`config.mk`:
```
export PLATFORM = sky130hd
export DESIGN_NAME = dir_vector_gen
export DESIGN_NICKNAME = d
export VERILOG_FILES = /design/src/rtl/dir_pkg.sv /design/src/rtl/dir_lfsr8.sv /design/src/rtl/dir_vector_gen.sv
export SDC_FILE = /design/constraint.sdc
export NUM_CORES = 1
export LEC_CHECK = 0
export ABC_CLOCK_PERIOD_IN_PS = 6180
export CAP_MARGIN = 20
export CORE_MARGIN = 2
export CORE_UTILIZATION = 55
export CTS_BUF_LIST = sky130_fd_sc_hd__clkbuf_4 sky130_fd_sc_hd__clkbuf_8
export DETAILED_ROUTE_END_ITERATION = 16
export PLACE_DENSITY = 0.78
export SKIP_LAST_GASP = 1
export SLEW_MARGIN = 20
export SYNTH_ARGS = -nofsm -noshare
export SYNTH_HDL_FRONTEND = slang
export SYNTH_SLANG_ARGS = --single-unit
```
`constraint.sdc`:
```
create_clock -name i_clk -period 6.18 [get_ports i_clk]
set_clock_uncertainty 0.1 [all_clocks]
set_input_delay 1.236 -clock i_clk [delete_from_list [all_inputs] [get_ports i_clk]]
set_output_delay 1.236 -clock i_clk [all_outputs]
set_load 0.01 [all_outputs]
```
`src/rtl/dir_pkg.sv`:
```
// Shared definitions for the direction-code stream: code constants, frame size,
// generator FSM states and the code-to-velocity mapping.
package dir_pkg;

    localparam logic [2:0] DIR_H     = 3'd1;
    localparam logic [2:0] DIR_V     = 3'd2;
    localparam logic [2:0] DIR_DOPP  = 3'd3;
    localparam logic [2:0] DIR_DSAME = 3'd4;

    localparam int NPAIR = 120;

    typedef enum logic [1:0] {
        s_COLLECT = 2'd0,
        s_LOAD    = 2'd1,
        s_EMIT_X  = 2'd2,
        s_EMIT_Y  = 2'd3
    } gen_state_t;

    // Returns {vx, vy}; illegal codes map to the null vector.
    function automatic logic [15:0] dir_vec(input logic [2:0] code,
                                            input logic       neg,
                                            input logic [7:0] mag);
        logic [7:0] m;
        logic [7:0] mn;
        m  = neg ? (8'd0 - mag) : mag;
        mn = 8'd0 - m;
        case (code)
            DIR_H:     dir_vec = {m, 8'd0};
            DIR_V:     dir_vec = {8'd0, m};
            DIR_DOPP:  dir_vec = {m, mn};
            DIR_DSAME: dir_vec = {m, m};
            default:   dir_vec = 16'd0;
        endcase
    endfunction

    function automatic logic dir_illegal(input logic [2:0] code);
        return (code == 3'd0) || (code > DIR_DSAME);
    endfunction

endpackage

```
`src/rtl/dir_lfsr8.sv`:
```
// 8-bit Fibonacci LFSR, x^8+x^6+x^5+x^4+1, advancing only when adv is high.
module dir_lfsr8 (
    input  logic       clk,
    input  logic       rst,
    input  logic       adv,
    input  logic [7:0] seed,
    output logic [7:0] q
);

    // shift register with feedback from taps 8,6,5,4
    always_ff @(posedge clk) begin
        if (rst) begin
            q <= seed;
        end else if (adv) begin
            q <= {q[6:0], q[7] ^ q[5] ^ q[4] ^ q[3]};
        end else begin
            q <= q;
        end
    end

endmodule

```
`src/rtl/dir_vector_gen.sv`:
```
// Collects a frame of direction codes and serialises it as signed (vx, vy)
// velocity bytes on a valid/ready byte interface.
module dir_vector_gen
    import dir_pkg::*;
#(
    parameter int         NPAIR     = dir_pkg::NPAIR,
    parameter int         MAG       = 100,
    parameter int         RAND_SIGN = 1,
    parameter logic [7:0] SEED      = 8'hA5
) (
    input  logic       i_clk,
    input  logic       i_rst,
    input  logic [2:0] i_dir,
    input  logic       i_valid,
    output logic       o_ready,
    output logic [7:0] o_data,
    output logic       o_valid,
    input  logic       i_ready,
    output logic       o_done,
    output logic       o_err
);

    localparam logic [6:0] LAST_IDX = 7'(NPAIR - 1);
    localparam logic [7:0] MAG8     = 8'(MAG);

    gen_state_t state_r, state_s;
    logic [6:0] cnt_r, cnt_s;
    logic [7:0] data_r, data_s;
    logic       neg_r, neg_s;
    logic       err_r;
    logic [2:0] buf_r [0:NPAIR-1];

    logic       accept_s;
    logic       load_x_s;
    logic       load_y_s;
    logic       done_s;
    logic [6:0] rd_idx_s;
    logic       sign_s;
    logic [15:0] vec_x_s;
    logic [15:0] vec_y_s;
    logic [7:0] lfsr_q_s;
    logic       unused_lfsr_s;

    dir_lfsr8 u_lfsr (
        .clk  (i_clk),
        .rst  (i_rst),
        .adv  (load_x_s),
        .seed (SEED),
        .q    (lfsr_q_s)
    );

    assign unused_lfsr_s = ^lfsr_q_s[7:1];

    assign accept_s = i_valid && (state_r == s_COLLECT);
    assign sign_s   = (RAND_SIGN != 0) && lfsr_q_s[0];
    // vx of the next pair is read one slot ahead when leaving s_EMIT_Y
    assign rd_idx_s = (state_r == s_EMIT_Y) ? (cnt_r + 7'd1) : cnt_r;
    assign vec_x_s  = dir_vec(buf_r[rd_idx_s], sign_s, MAG8);
    // vy reuses the sign latched with vx, since the LFSR has moved on
    assign vec_y_s  = dir_vec(buf_r[cnt_r], neg_r, MAG8);

    // next-state, counter and output-byte selection
    always_comb begin
        state_s  = state_r;
        cnt_s    = cnt_r;
        load_x_s = 1'b0;
        load_y_s = 1'b0;
        done_s   = 1'b0;
        case (state_r)
            s_COLLECT: begin
                if (accept_s) begin
                    if (cnt_r == LAST_IDX) begin
                        cnt_s   = 7'd0;
                        state_s = s_LOAD;
                    end else begin
                        cnt_s = cnt_r + 7'd1;
                    end
                end else begin
                    cnt_s = cnt_r;
                end
            end
            s_LOAD: begin
                load_x_s = 1'b1;
                state_s  = s_EMIT_X;
            end
            s_EMIT_X: begin
                if (i_ready) begin
                    load_y_s = 1'b1;
                    state_s  = s_EMIT_Y;
                end else begin
                    state_s = s_EMIT_X;
                end
            end
            s_EMIT_Y: begin
                if (i_ready) begin
                    if (cnt_r == LAST_IDX) begin
                        done_s  = 1'b1;
                        cnt_s   = 7'd0;
                        state_s = s_COLLECT;
                    end else begin
                        load_x_s = 1'b1;
                        cnt_s    = cnt_r + 7'd1;
                        state_s  = s_EMIT_X;
                    end
                end else begin
                    state_s = s_EMIT_Y;
                end
            end
            default: begin
                cnt_s   = 7'd0;
                state_s = s_COLLECT;
            end
        endcase

        data_s = data_r;
        neg_s  = neg_r;
        if (load_x_s) begin
            data_s = vec_x_s[15:8];
            neg_s  = sign_s;
        end else if (load_y_s) begin
            data_s = vec_y_s[7:0];
        end else begin
            data_s = data_r;
        end
    end

    // state, counter, output byte and error pulse registers
    always_ff @(posedge i_clk) begin
        if (i_rst) begin
            state_r <= s_COLLECT;
            cnt_r   <= 7'd0;
            data_r  <= 8'd0;
            neg_r   <= 1'b0;
            err_r   <= 1'b0;
        end else begin
            state_r <= state_s;
            cnt_r   <= cnt_s;
            data_r  <= data_s;
            neg_r   <= neg_s;
            err_r   <= accept_s && dir_illegal(i_dir);
        end
    end

    // code buffer; deliberately not cleared by reset
    always_ff @(posedge i_clk) begin
        if (accept_s) begin
            buf_r[cnt_r] <= i_dir;
        end
    end

    assign o_ready = (state_r == s_COLLECT);
    assign o_valid = (state_r == s_EMIT_X) || (state_r == s_EMIT_Y);
    assign o_data  = data_r;
    assign o_done  = done_s;
    assign o_err   = err_r;

endmodule

```
Yosys cells after proc, flatten, opt, wreduce, memory -nomap -nowiden

Memory sizes are Yosys's and may differ from the RTL's. A register that Yosys moved wholly into a read port is not among the register bits.
Index checks and enable logic that the tools add are counted.

Memory bits (read-only): 0
Input port bits: 7
Memories: 1
Memory bits (writable): 360
Word-level logic and storage cells: 68
Latch bits: 0
Output and inout bits: 12
Flip-flop bits (word level): 27

Equal/unequal tests: 15
$mul: 0
Multiplexer cells: 29
Shift-type cells: 0
Add/subtract/negate cells: 3
Bitwise logic cells: 3
Reductions and logical operators: 10
Div/mod/pow operators: 0
$lt $le $gt $ge: 1

Memory list:

| name  | words | bits a word | read ports | clocked after memory_dff | wr ports | line                 | RTL |
|---|---|---|---|---|---|---|---|
| buf_r | 120   | 3           | 2          | 1                        | 1        | dir_vector_gen.sv:31 | `logic [2:0] buf_r [0:NPAIR-1];` |

Operators by type and width:

| operator                                         | number |
|---|---|
| case mux 16 bit (4 select lines)                 | 1 |
| two-way mux 7 bit                                | 6 |
| two-way mux 8 bit                                | 4 |
| case mux 8 bit (4 select lines)                  | 1 |
| subtractor 1 x 8 -> 8 bit (first input constant) | 2 |
| case mux 7 bit (2 select lines)                  | 1 |
| == test 3 x 2 -> 1 bit (second input constant)   | 4 |
| two-way mux 1 bit                                | 10 |
| two-way mux 2 bit                                | 4 |
| case mux 2 bit (4 select lines)                  | 1 |
| adder 7 x 1 -> 7 bit (second input constant)     | 1 |
| == test 7 bit (second input constant)            | 1 |
| == test 3 x 1 -> 1 bit (second input constant)   | 2 |
| == test 3 bit (second input constant)            | 2 |
| == test 2 bit (second input constant)            | 2 |
| != test 2 x 1 -> 1 bit (second input constant)   | 2 |
| nonzero test 2 bit                               | 2 |
| > comparator 3 bit (second input constant)       | 1 |
| zero test 3 bit                                  | 1 |
| AND reduction 3 bit                              | 1 |
| XOR 1 bit                                        | 3 |
| == test 2 x 1 -> 1 bit (second input constant)   | 1 |
| logical AND 1 bit                                | 2 |
| zero test 2 bit                                  | 1 |
| 4 further kinds                                  | 5 |

Logic depth before layout (Yosys ltp)

Gate-level depths: netlist of run 1.

Word-level depth: 6
Gate-level depth with buffers: 15
Depth with buffers taken out: 12

Hierarchy

From an unflattened synthesis of run 1, not the netlist that was laid out.

Cell total of the unflattened synthesis: 1510
Area, all modules: 20857.5 um^2

Modules (own cells, without submodules):

| module         | cells an instance | area each (um^2) | instances |
|---|---|---|---|
| dir_vector_gen | 1488              | 20485.9          | 1 |
| dir_lfsr8      | 22                | 371.6            | 1 |

Least setup slack after synthesis of run 1

Ideal clock, no wire load.

Path type: register to register
From: reg cnt_r[0]
To: reg data_r[6], in the netlist o_data[6]
Data arrival time: 3.006 ns
Data required time: 6.010 ns
Cell stages (with the launch flop): 15
Path slack: 3.004 ns
Period minus slack after synthesis: 3.176 ns
Path through: dfxtp_1 ha_1 buf_2 buf_2 buf_4 mux2i_1 a22oi_1 a221oi_1 o31ai_1 a31oi_1 o32ai_2 a31oi_1 mux2i_1 or3b_1 a21oi_1

Word-level cells in the longest chain between the ends: 6
Elaborated cells on any way between the ends: 14

Ends and longest elaborated chain:

| element                               | line                  | RTL |
|---|---|---|
| from (decl)                           | dir_vector_gen.sv:27  | `logic [6:0] cnt_r, cnt_s;` |
| from (signal assigned)                | dir_vector_gen.sv:137 | `cnt_r <= cnt_s;` |
| adder 7 x 1 -> 7 bit                  | dir_vector_gen.sv:57  | `assign rd_idx_s = (state_r == s_EMIT_Y) ? (cnt_r + 7'd1) : cnt_r;` |
| two-way mux 7 bit                     | dir_vector_gen.sv:57  |  |
| memory read (120 x 3 bit)             | --                    |  |
| == test 3 bit (tied with other cells) | dir_pkg.sv:27         | `case (code)` |
| case mux 16 bit (4 select lines)      | dir_pkg.sv:27         |  |
| two-way mux 8 bit                     | dir_vector_gen.sv:117 | `if (load_x_s) begin` |
| to (signal assigned)                  | dir_vector_gen.sv:138 | `data_r <= data_s;` |
| to (decl)                             | dir_vector_gen.sv:28  | `logic [7:0] data_r, data_s;` |

Parallel ways exist; a longest one is shown, timed or not.
A chain may end at the register's enable or synchronous reset.

Worst setup path after layout of run 1

From: reg cnt_r[1]
To: reg data_r[6], in the netlist o_data[6]

The elaborated chain is that of the path after synthesis.

==> impl_metrics.yaml, run 1 <==
critical_path:
  reg2reg_depth: 12
  r2r-start: "cnt_r[1]$_SDFFE_PP0P_"
  crit_type: "flip-flop to flip-flop"
  cp-start-kind: "flip-flop"
  r2r_end: "o_data[6]$_SDFFE_PP0P_"
  r2r_setup_slack_ps: 1230
  critPathArrivalTime_ps: 5430
  cp_data_required_time_ps: 6660
  cp_max_fo: 35
  end_kind: "flip-flop"
power:
  irDropWorstVdd_mv: 0.1678
  p_leak_nw: 6.873
  p_per_area_mw_per_mm2: 262.2
worst_hold_path:
  whs_path_depth: 1
  min_path_type: "flip-flop to flip-flop"
  hold_path.startpoint: "u_lfsr.q[6]$_SDFFE_PP0P_"
  min_to: "u_lfsr.q[7]$_SDFFE_PP1P_"
logic_synthesis:
  syn_area_mm2: 0.02043
  synth_top_area_share_pct: 52.92
  synth_cells: 1472
  ys_top_cells_by_area: "edfxtp_1 (53%), mux4_2 (15%), mux2i_1 (6.6%), nor2_1 (2.9%), dfxtp_1 (2.7%)"
  synth_edf_count: 360
  ys_seq_area_share_pct: 55.67
  ys.flop_type: "edfxtp_1"
  synth_top_cell_by_area: "edfxtp_1"
  async_reset_ff_share_pct: 0
  yosysWarnings: 0
  ys_ff_latch: 388
  avgSynthCellArea_um2: 13.88
  synth.distinct_cells: 69
route:
  vias_per_cell: 7.194
  firstDrtPassIters: 6
  wirelength_um: 60870
  final_antenna_net_count: 0
  vias: 14270
  wl_met2_um: 27190
  route.detailed.drc: 0
  top_layer: "met4"
  drtIter0Drc: 2105
  wl_per_cell_um: 30.68
  met1Wirelength_um: 22090
  wl_met3_um: 7916
clock_network:
  ctsHtreeMaxLevel: 2
  insertion_delay_ps: 670
  cts_setup_buffers: 0
  ctsHoldBuffers: 0
  cts.path.max_buffers: 3
  numCtsBuffers: 61
  cts_root_buffer: "clkbuf_8"
  clock-sinks: 388
  cts_tree: "done"
  clkTransAtPathRegs_ps: 60
  cts.repair.resized: 0
sta:
  worst_slack_ps: 1232
  setup_viol: 0
  worstMarginPinSlew_ps: 1180
  final-hold-violation-count: 0
  final_max_slew_viol_count: 0
  tns_ps: 0
  fmax_mhz: 202.1
  maxSlewHeadroom_pct: 21.35
  fin_crit_sh_pct: 80.07
  fin_crit_ps: 4948
  rsz0062_at_grt: "false"
final_layout:
  stdcell_area_mm2: 0.02227
  syn2layout_area_growth_pct: 9.041
  diodes: 0
  layout-drive-gt1-share_pct: 20.51
  ff_latch_area_mm2: 0.01138
  multi_input_area_mm2: 0.008436
  fin_nets: 1473
  fillers: 2710
floorplanning:
  core_area_mm2: 0.03661
  start_util_pct: 55.80
  placement_rows: 70
  ios: 19
  die_h_um: 196.7
  dieArea_mm2: 0.03870
  die_w_um: 196.7
place:
  numPortBuffers: 16
  dpl.hpwl_um: 40100
  dp_worst_setup_slack_ps: 1356
  place.gp.congestion: 0.9629
  place_area_mm2: 0.02089
global_route:
  grt_antenna_before_repair: 0
  grt_max_degree: 82
  grt_first_pass_wirelength_um: 89910
  grt_util_all_layers_pct: 31.96
  grt_pass1_vias: 14210
  grt_overflow: 0
run:
  max_cap_viol_count: 0
status:
  outcome: "finished clean"
## flip-flops by register name, indices dropped and copies added (netlist names), named ones only
register,cells
o_data,3
o_err,1
buf_r,360
cnt_r,7
u_lfsr.q,8
state_r,2
## cell usage after synthesis (4+ instances only)
cell and instances:
nand3_1 42, mux4_1 7, clkbuf_1 48, nand3b_1 5
buf_4 24, nor3_1 17, xor2_1 5, a211o_1 5
a31oi_1 10, mux4_2 136, o221ai_1 8, nand4_1 12
mux2_2 6, o31ai_1 4, o22ai_1 7, nor4_1 5
dfxtp_1 28, or3_1 5, mux2i_1 135, nor2_1 157
and3_1 15, buf_2 47, buf_1 6, o21ai_0 23
a211oi_1 24, a22oi_1 50, a21oi_1 37, nand4b_1 4
a311oi_1 13, o211ai_1 4, a21o_1 4, a221oi_1 11
nand2_1 124, nor2b_1 25, edfxtp_1 360, inv_1 4
xnor2_1 7
## power by group
part	switching, W	internal (W)	leakage, nW
combinational	0.000310	0.000215	2.68
clock	0.00103	0.00139	0.724
sequential	0.0000214	0.00287	3.47
total	0.00136	0.00448	6.87
## routing by layer
layer  vias up  global-route usage (%)
li1       5871                       -
met5         -                       0
met2      1073                   48.14
met4         0                   17.96
met1      7068                   41.37
met3       261                   10.27
## area by class of cell
| class | instances | area share, % |
|---|---|---|
| clock buffers | 95 | 5.365 |
| clock inverters | 19 | 0.8314 |
| inverters | 4 | 0.06741 |
| multi-input cells | 953 | 37.87 |
| flip-flops and latches | 388 | 51.11 |
| well taps | 468 | 2.629 |
| repair buffers | 57 | 2.123 |
## cells in the final DEF (no fill, tap or decap), types with 5 or more instances in the layout
cell type          n
a211o_1            5
a211oi_1          24
a21oi_1           37
a221oi_1          11
a22oi_1           50
a311oi_1          13
a31oi_1           10
and3_1            15
buf_4             43
clkbuf_4          18
clkbuf_8          77
clkdlybuf4s50_1   13
clkinv_1          10
dfxtp_1           23
edfxtp_1         360
mux2_2             6
mux2i_1          135
mux4_1             7
mux4_2           136
nand2_1          122
nand3_1           42
nand3b_1           5
nand4_1           12
nor2_1           156
nor2b_1           25
nor3_1            17
nor4_1             5
o21ai_0           23
o221ai_1           8
o22ai_1            7
or3_1              5
xnor2_1            7
xor2_1             5
## critical path: stages, from the launching register on
cell      delay [ps]
dfxtp_4          750
ha_4             570
nand3_1          190
nand2_2          730
mux4_2           440
a211oi_1         510
o31ai_1          230
a31oi_1          300
o32ai_2          150
a31oi_1          170
mux2i_1          210
or3b_1           400
a21oi_1          120
## cells by family after synthesis
kind of cell | Yosys count | share of synthesized area, %
buffers and inverters | 132 | 3.265
AOI/OAI and AO/OA | 225 | 7.951
adders and majority gates | 1 | 0.06124
xor gates and xnor gates | 14 | 0.6738
DFF | 388 | 55.67
muxes | 284 | 22.84
and+or+nand+nor | 427 | 9.525
other | 1 | 0.01836
## how the worst max path moves through the flow
stage                          startpoint  slack, ps                     end  cells past startpoint
floorplan           cnt_r[0]$_SDFFE_PP0P_       3000  o_data[6]$_SDFFE_PP0P_                     14
global placement    cnt_r[2]$_SDFFE_PP0P_       1410  o_data[6]$_SDFFE_PP0P_                     11
detailed placement  cnt_r[1]$_SDFFE_PP0P_       1360  o_data[6]$_SDFFE_PP0P_                     12
CTS                 cnt_r[1]$_SDFFE_PP0P_       1350  o_data[6]$_SDFFE_PP0P_                     12
global route        cnt_r[1]$_SDFFE_PP0P_       1060  o_data[6]$_SDFFE_PP0P_                     12
finish              cnt_r[1]$_SDFFE_PP0P_       1230  o_data[6]$_SDFFE_PP0P_                     12
## per-stage QoR
step	power [W]	instances	hold WS (ps)	utilization (%)
floorplan	0.003301	1473	334.7	-
global placement	0.003446	1870	344.0	57.06
detailed placement	0.003456	1870	353.3	57.06
CTS	0.005825	1984	367.8	60.83
global route	0.005970	1984	396.4	60.84
finish	0.005840	1984	368.6	60.84
Note: power is estimated with default switching activity, not from simulation.
==> inputs of run 2 (changes only) <==
--- a/config.mk
+++ b/config.mk
@@ -5,7 +5,7 @@
 export SDC_FILE = /design/constraint.sdc
 export NUM_CORES = 1
 export LEC_CHECK = 0
-export ABC_CLOCK_PERIOD_IN_PS = 6180
+export ABC_CLOCK_PERIOD_IN_PS = 4900
 export CAP_MARGIN = 20
 export CORE_MARGIN = 2
 export CORE_UTILIZATION = 55
==> constraint.sdc (replaced) <==
create_clock -name i_clk -period 4.9 [get_ports i_clk]
set_clock_uncertainty 0.1 [all_clocks]
set_input_delay 0.98 -clock i_clk [delete_from_list [all_inputs] [get_ports i_clk]]
set_output_delay 0.98 -clock i_clk [all_outputs]
set_load 0.01 [all_outputs]
==> impl_metrics.yaml, run 2 (synthesis results as in run 1) <==
status:
  outcome: "finished clean"
floorplanning:
  die_w_um: 196.7
  placement_rows: 70
  die_h_um: 196.7
  core_area_mm2: 0.03661
  start_util_pct: 55.80
  dieArea_mm2: 0.03870
  ios: 19
clock_network:
  insertion_delay_ps: 690
  cts_setup_buffers: 0
  clock-sinks: 388
  cts_tree: "done"
  cts.path.max_buffers: 3
  clkTransAtPathRegs_ps: 70
  cts_root_buffer: "clkbuf_8"
  ctsHoldBuffers: 0
  cts.repair.resized: 0
  numCtsBuffers: 60
  ctsHtreeMaxLevel: 2
global_route:
  grt_pass1_vias: 14130
  grt_util_all_layers_pct: 32.48
  grt_first_pass_wirelength_um: 91250
  grt_overflow: 0
  grt_antenna_before_repair: 0
  grt_max_degree: 89
place:
  numPortBuffers: 16
  dpl.hpwl_um: 41300
  place.gp.congestion: 1.009
  placedCellCount: 1886
critical_path:
  end_kind: "flip-flop"
  startpoint: "state_r[0]$_SDFFE_PP0P_"
  crit_slowest_cell: "xnor2_4"
  critPathArrivalTime_ps: 5060
  cp_data_required_time_ps: 5320
  crit_chain: "nand3_1, xnor2_4, buf_4, mux2i_1, mux4_2, nand2_1, nand4_1, o32ai_2, a31oi_1, mux2i_1, or3b_1, a21oi_1"
  r2r-start: "state_r[0]$_SDFFE_PP0P_"
  cp_max_fo: 22
  path_common_cell: "mux2i_1"
  crit_type: "flip-flop to flip-flop"
  cp-start-kind: "flip-flop"
  max_stage_delay_ps: 920
worst_hold_path:
  min_path_type: "flip-flop to flip-flop"
  hold_path.startpoint: "u_lfsr.q[6]$_SDFFE_PP0P_"
route:
  final_antenna_net_count: 0
  drtIter0Drc: 2488
  vias: 14570
  vias_per_cell: 7.286
  wirelength_um: 62140
  firstDrtPassIters: 6
  route.detailed.drc: 0
  wl_per_cell_um: 31.09
sta:
  fin_crit_sh_pct: 94.61
  setup_viol: 0
  timing.hold.ws_ps: 371.7
  maxSlewHeadroom_pct: 21.32
  tns_ps: 0
  final-hold-violation-count: 0
  fmax_mhz: 215.7
  final_max_slew_viol_count: 0
  rsz0062_at_grt: "false"
  worstMarginPinSlew_ps: 1172
  fin_crit_ps: 4636
final_layout:
  fin_nets: 1488
  final_common_cell: "edfxtp_1"
  regMostFlops: "buf_r"
  layout-drive-gt1-share_pct: 21.10
  fillers: 2699
  instances_no_fill: 1999
  largest_register_ffs: 360
  final_cell_mix: "edfxtp_1 (360), nor2_1 (156), mux4_2 (136)"
  largest_registers: "buf_r (360), u_lfsr.q (8), cnt_r (7)"
  diodes: 0
  syn2layout_area_growth_pct: 9.512
power:
  totalPowerFinal_w: 0.007294
  irDropWorstVdd_mv: 0.1827
  p_leak_nw: 6.935
  p_per_area_mw_per_mm2: 326.1
run:
  max_cap_viol_count: 0
-- run 2: area by class of cell --
class                           count  area (um2)  share of cell area, %
Tap cell                          468       585.6                  2.618
Timing Repair Buffer               73       643.1                  2.875
Clock inverter                     36       324.1                  1.449
Multi-Input combinational cell    953        8433                  37.70
Clock buffer                       77       984.7                  4.402
Sequential cell                   388       11380                  50.89
Inverter                            4       15.01                0.06712
-- run 2: per-layer routing --
metal | track usage, % | wire length [um]
met5 | 0 | 0
met4 | 16.04 | 3503
met3 | 9.531 | 8818
met2 | 47.32 | 27160
met1 | 45.06 | 22650
-- run 2: path summary, 6_finish.rpt --
| kind | to | slack [ps] | depth (start not counted) |
|---|---|---|---|
| setup / recovery | o_data[6]$_SDFFE_PP0P_ | 260 | 12 |
| hold / removal | u_lfsr.q[7]$_SDFFE_PP1P_ | 370 | 1 |
| setup reg to reg | o_data[6]$_SDFFE_PP0P_ | 260 | 12 |
| hold reg to reg | u_lfsr.q[7]$_SDFFE_PP1P_ | 370 | 1 |
-- run 2: power by group --
group          leakage, nW  internal [W]  total (W)  switching, W
sequential            3.47       0.00362    0.00366     0.0000378
clock                0.690       0.00164    0.00297       0.00133
combinational         2.78      0.000282   0.000668      0.000386
total                 6.94       0.00554    0.00729       0.00175
-- run 2: per-stage QoR --
step / worst slack, ps / util, % / instance area [um2]
after floorplan: 1724 / - / 20430
after global placement: 589.3 / 57.53 / 21060
final: 263.9 / 61.10 / 22370
after detailed placement: 473.6 / 57.53 / 21060
after global routing: 148.8 / 61.10 / 22370
after CTS: 452.9 / 61.10 / 22370
-- run 2: critical path: cells and delay by family, from the launching register on --
family                    cells  cell delay (ps)
and+or+nand+nor               4             1010
muxes                         3              960
xor gates and xnor gates      1              920
DFF                           1              760
buffers and inverters         1              390
AOI/OAI and AO/OA             3              340
==> inputs of run 3 (changes only) <==
--- a/config.mk
+++ b/config.mk
@@ -17,3 +17,4 @@
 export SYNTH_ARGS = -nofsm -noshare
 export SYNTH_HDL_FRONTEND = slang
 export SYNTH_SLANG_ARGS = --single-unit
+export TNS_END_PERCENT = 20
==> results of run 3 <==
Final layout, timing and power as in run 2 (identical DEF).
